==> src/rtl/greyscale_fb_reader.sv <==
// greyscale_fb_reader: frame-buffer read side. Fetches packed luma
// words from BRAM and emits one raster-ordered pixel per valid/ready beat.
// Ports: clk_pixel, rst_in (sync, active-high), start_in (frame start),
//   addr_out/bram_data_in (BRAM read port), pixel_out/hcount_out/
//   vcount_out/valid_out/ready_in (pixel stream), frame_done_out, busy_out.
// Option: GREYSCALE_FB_TESTPAT_EN adds testpat_in, which replaces the
//   pixel with (hcount + vcount) mod 256 on any beat where it is high.
module greyscale_fb_reader #(
  parameter int WIDTH           = 320,
  parameter int HEIGHT          = 240,
  parameter int PIXELS_PER_WORD = 6,
  parameter int BRAM_LATENCY    = 2
) (
  input  logic                         clk_pixel,
  input  logic                         rst_in,
  input  logic                         start_in,
`ifdef GREYSCALE_FB_TESTPAT_EN
  input  logic                         testpat_in,
`endif
  output logic [16:0]                  addr_out,
  input  logic [8*PIXELS_PER_WORD-1:0] bram_data_in,
  output logic [7:0]                   pixel_out,
  output logic [8:0]                   hcount_out,
  output logic [7:0]                   vcount_out,
  output logic                         valid_out,
  input  logic                         ready_in,
  output logic                         frame_done_out,
  output logic                         busy_out
);

  localparam int WW    = 8 * PIXELS_PER_WORD;
  localparam int WORDS = WIDTH * HEIGHT / PIXELS_PER_WORD;
  localparam int SW    =
    (PIXELS_PER_WORD > 1) ? $clog2(PIXELS_PER_WORD) : 1;

  localparam logic [16:0]   LAST = 17'(WORDS - 1);
  localparam logic [8:0]    HMAX = 9'(WIDTH - 1);
  localparam logic [7:0]    VMAX = 8'(HEIGHT - 1);
  localparam logic [SW-1:0] SMAX = SW'(PIXELS_PER_WORD - 1);

  if ((WIDTH * HEIGHT) % PIXELS_PER_WORD != 0) begin : g_bad_geom
    $error("WIDTH*HEIGHT must be a multiple of PIXELS_PER_WORD");
  end

  typedef enum logic [1:0] {IDLE, RUN, DRAIN} state_t;

  state_t                state;
  logic [16:0]           next_addr;
  logic [16:0]           cur_addr;
  // sr[k] marks a read whose address has been visible for k+1 cycles;
  // sr[BRAM_LATENCY] is the word on bram_data_in this cycle.
  logic [BRAM_LATENCY:0] sr;
  logic [WW-1:0]         fifo_mem [2];
  logic                  wr_ptr;
  logic                  rd_ptr;
  logic [1:0]            count;
  logic [SW-1:0]         sub;
  logic [3:0]            in_flight;
  logic [WW-1:0]         head;
  logic [7:0]            pix;
  logic                  iss;
  logic                  last_iss;
  logic                  push;
  logic                  pop;
  logic                  acc;

  always_comb begin
    in_flight = '0;
    for (int i = 0; i <= BRAM_LATENCY; i++)
      in_flight = in_flight + 4'(sr[i]);
  end

  // A fresh frame always starts at word 0, so the start cycle itself
  // can issue; this keeps first-pixel latency at BRAM_LATENCY+2.
  assign cur_addr = (state == IDLE) ? '0 : next_addr;
  assign iss = ((state == RUN) || (state == IDLE && start_in))
            && (({2'b00, count} + in_flight) < 4'd2);
  assign last_iss = iss && (cur_addr == LAST);

  assign push      = sr[BRAM_LATENCY];
  assign valid_out = (count != 2'd0);
  assign acc       = valid_out && ready_in;
  assign pop       = acc && (sub == SMAX);
  assign head      = fifo_mem[rd_ptr];
  assign busy_out  = (state != IDLE);

  // Oldest pixel sits in the top byte of the word.
  always_comb begin
    pix = '0;
    for (int i = 0; i < PIXELS_PER_WORD; i++)
      if (sub == SW'(i)) pix = head[WW-1-8*i -: 8];
  end

  always_comb begin
    pixel_out = '0;
    if (valid_out) begin
`ifdef GREYSCALE_FB_TESTPAT_EN
      if (testpat_in)
        pixel_out = hcount_out[7:0] + vcount_out;
      else
        pixel_out = pix;
`else
      pixel_out = pix;
`endif
    end
  end

  assign frame_done_out = acc
                       && (hcount_out == HMAX)
                       && (vcount_out == VMAX);

  always_ff @(posedge clk_pixel) begin
    if (rst_in) begin
      state       <= IDLE;
      addr_out    <= '0;
      next_addr   <= '0;
      sr          <= '0;
      fifo_mem[0] <= '0;
      fifo_mem[1] <= '0;
      wr_ptr      <= 1'b0;
      rd_ptr      <= 1'b0;
      count       <= '0;
      sub         <= '0;
      hcount_out  <= '0;
      vcount_out  <= '0;
    end else begin
      sr <= {sr[BRAM_LATENCY-1:0], iss};
      if (iss) begin
        addr_out  <= cur_addr;
        next_addr <= cur_addr + 17'd1;
      end
      if (push) begin
        fifo_mem[wr_ptr] <= bram_data_in;
        wr_ptr           <= ~wr_ptr;
      end
      if (pop) rd_ptr <= ~rd_ptr;
      case ({push, pop})
        2'b10:   count <= count + 2'd1;
        2'b01:   count <= count - 2'd1;
        default: count <= count;
      endcase
      if (acc) begin
        sub <= (sub == SMAX) ? '0 : sub + SW'(1);
        if (hcount_out == HMAX) begin
          hcount_out <= '0;
          vcount_out <= (vcount_out == VMAX)
                      ? '0 : vcount_out + 8'd1;
        end else begin
          hcount_out <= hcount_out + 9'd1;
        end
      end
      unique case (state)
        IDLE: if (start_in) begin
          state      <= last_iss ? DRAIN : RUN;
          hcount_out <= '0;
          vcount_out <= '0;
          sub        <= '0;
        end
        RUN:     if (last_iss) state <= DRAIN;
        DRAIN:   if (frame_done_out) state <= IDLE;
        default: state <= IDLE;
      endcase
    end
  end

endmodule

==> config.mk <==
export PLATFORM = sky130hd
export DESIGN_NAME = greyscale_fb_reader
export DESIGN_NICKNAME = d
export VERILOG_FILES = /design/src/rtl/greyscale_fb_reader.sv
export SDC_FILE = /design/constraint.sdc
export NUM_CORES = 1
export LEC_CHECK = 0
export BUFFER_PORTS_ARGS = -buffer_cell sky130_fd_sc_hd__buf_2
export CAP_MARGIN = 20
export CORE_ASPECT_RATIO = 0.6
export CORE_UTILIZATION = 52
export DETAILED_ROUTE_END_ITERATION = 10
export PLACE_DENSITY_LB_ADDON = 0.3
export SLEW_MARGIN = 20
export SYNTH_ARGS = -nofsm -noshare
export SYNTH_HDL_FRONTEND = slang
export SYNTH_SLANG_ARGS = --single-unit
==> constraint.sdc <==
create_clock -name clk_pixel -period 2.7 [get_ports clk_pixel]
set_input_delay 0.675 -clock clk_pixel [delete_from_list [all_inputs] [get_ports clk_pixel]]
set_output_delay 0.675 -clock clk_pixel [all_outputs]
set_load 0.02 [all_outputs]
==> results_dict.tcl <==
set metrics [dict create \
    die-area_sq_um 14700 \
    power_frac_seq_pct 50.5 \
    combPwrFrac_pct 6.1 \
    synth_area_per_cell_sq_um 11.3 \
    rows 33 \
    max_cap_viol_count 0 \
    r2r_slack_ps 70 \
    reg2reg_to "next_addr[10]" \
    cts_tree "built" \
    synth_cell_types 61 \
    slew_headroom_pct 50.8 \
    cp-end-kind "primary output" \
    synthMostInstantiatedCell "and2_1" \
    yosysSeqAreaShare_pct 56.4 \
    rsz0062_at_grt "true" \
    synth_area_leaders "edfxtp_1 (39%), dfxtp_1 (17%), and2_1 (8.7%)" \
    synth_edf_count 96 \
    endpoint "pixel_out[5]" \
    first_iter_violations 468 \
    r2r-start "sr[0]" \
    synthTopCellsByCount "and2_1 (103), edfxtp_1 (96), dfxtp_1 (64)" \
    area_delta_synth_final_pct 21.1 \
    firstDrtPassIters 5 \
    clkPwrFrac_pct 43.4 \
    setup_slack_ps -146 \
    synth_top_area_cell "edfxtp_1" \
    antenna_found_initial 0 \
    async_flop_share_pct 0 \
    dp_slack_ps 18.8 \
    grt_pass1_wl_mm 27.4 \
    ys_warn_count 0 \
    r2r_cells 9 \
    clockBufferDepth 2 \
    required_ps 2030 \
    p_sw_share_pct 23.5 \
    drt-total-wl_mm 17.7 \
    setup_viol 7 \
    cp_max_fo 9 \
    ir_worst_vdd_v 0.000376 \
    finalWeightedCongestion 0.899 \
    clk_pin_slew_ps 70 \
    hold_path_class "flop to flop" \
    route.detailed.drc 0 \
    die_h_um 94.3 \
    dp_hpwl_mm 11.7 \
    port-buffer-count 96 \
    worstSetupStartpointType "flop" \
    vias_per_cell 5.71 \
    timing_hold_violations_final 0 \
    antenna_cells 0 \
    cts_inserted_buffers 17 \
    ys.flop_type "edfxtp_1" \
    num_vias 5516 \
    initial_core_util_pct 53.7 \
    p_sw_w 0.00125 \
    synth_top_cell_area_share_pct 39.1 \
    cts_root_buf "clkbuf_16" \
    clkSinkCount 160 \
    overflow 0 \
    final.hold.worst_slack_ps 453 \
    critPathKind "flop to primary output" \
    htreeDepth 4 \
    holdBufCountCts 0 \
    power_density_nw_per_um2 596 \
    fmax_mhz 351 \
    drive_gt1_share_pct 27.1 \
    track_usage_pct 24.8 \
    p_int_w 0.00407 \
    avgRoutedWirePerCell_um 18.3 \
    final_cell_area_sq_um 8930 \
    status "finished with violations" \
    finalMaxSlewViolations 0 \
    syn_area_sq_um 7380 \
    finalNetCount 820 \
    syn_nets 713 \
    post-route-period-util_pct 105 \
    io_pins 97 \
    grt_pass1_vias 5158 \
    final.setup_skew_ps 10.7 \
    grt_max_degree 49 \
    synth_seq_cells 160 \
    power_w 0.00532 \
    clock_latency_ps 420 \
    min_period_ps 2850 \
    dpl_cell_area_sq_um 8180 \
    syn_inst 654 \
    drtAntennaViolNets 0 \
    fp.dieW_um 156 \
    coreArea_sq_um 13700 \
    worstPathArrival_ps 2170 \
    p_leak_nw 3.34 \
    violations "setup timing" \
    totalNegativeSetupSlack_ps -735 \
    tightest_slew_ps 738 \
]
## worst min-delay path by stage
stage | start | to | slack, ps | cells after the start
finish | addr_out[1] | addr_out[1] | 450 | 2
global route | addr_out[13] | addr_out[13] | 480 | 2
CTS | addr_out[2] | addr_out[2] | 450 | 2
detailed placement | addr_out[1] | addr_out[1] | 450 | 2
global placement | addr_out[10] | addr_out[10] | 440 | 2
floorplan | next_addr[1] | next_addr[1] | 440 | 2
## registers in the layout, indices dropped and copies added, names as in the netlist, named ones only
signal      cells
fifo_mem       96
addr_out       17
next_addr      17
hcount_out      9
vcount_out      8
sr              3
sub             3
count           2
state           2
rd_ptr          1
wr_ptr          1
## logic make-up (layout without fill, tap and decap cells)
kind of cell	count (synthesis)	after routing	synth area share, %
AND/OR/NAND/NOR	275	275	20.2
flip-flops	160	160	56.4
AO/OA/AOI/OAI	104	104	9.84
buffers and inverters	53	173	3.07
multiplexers	42	42	7.53
XOR/XNOR	13	13	1.54
adder cells (fa/ha/maj)	7	7	1.39
## placed cells by master (no fill, tap or decap), types with 5 or more instances in the layout
cell type,instances
nand3_1,26
clkbuf_16,18
mux2_2,5
buf_6,5
a32o_1,5
xnor2_1,10
nor3_1,9
buf_4,28
buf_2,91
nand2_1,52
a221o_1,5
inv_1,12
inv_6,5
nor2_1,35
mux4_2,10
nand4_1,10
edfxtp_1,96
dfxtp_1,60
o21ai_0,11
a21oi_1,35
and2_1,103
o211ai_1,5
mux2i_1,24
## through the flow
stage,cells,util (%)
after floorplan,654,-
after global placement,927,59.5
after detailed placement,927,59.5
after CTS,961,64.1
after global routing,966,65.0
final,966,65.0
## worst max-delay path: stages, from the launching register on
cell and delay (ps):
dfxtp_4 440, mux4_2 560, a221o_1 360, a32o_1 270, buf_6 130
## cell type report
| cell class | count | area, sq um |
|---|---|---|
| Fill cell | 1074 | 4820 |
| Sequential cell | 160 | 4180 |
| Multi-Input combinational cell | 441 | 3100 |
| Timing Repair Buffer | 129 | 815 |
| Clock buffer | 19 | 433 |
| Tap cell | 192 | 240 |
| Clock inverter | 13 | 128 |
| Inverter | 12 | 45.0 |
## per-layer routing
layer	GRT usage, %	wire length [um]	part of all wire, %	vias to the layer above
met4	6.78	195	1.1	0
met1	36.7	8420	48	2677
met2	36.3	7820	44	221
li1	-	-	-	2595
met3	5.77	1290	7.3	23
met5	0	0	0	-
## power by group through the flow
stage	combinational (W)	clock, W	sequential (W)
after floorplan	0.000174	0	0.00273
after global placement	0.000291	0	0.00274
final	0.000325	0.00231	0.00269
after detailed placement	0.000300	0	0.00274
after CTS	0.000308	0.00233	0.00269
after global routing	0.000350	0.00243	0.00269
## repair_timing
item                       4_1_cts  5_1_grt
gates cloned                     0        2
pin swaps                        1        5
gates resized for setup         19       24
setup endpoints to repair       12       34
hold endpoints to repair         0        0
setup buffers                    2        3
Note: power is estimated with default switching activity, not from simulation.
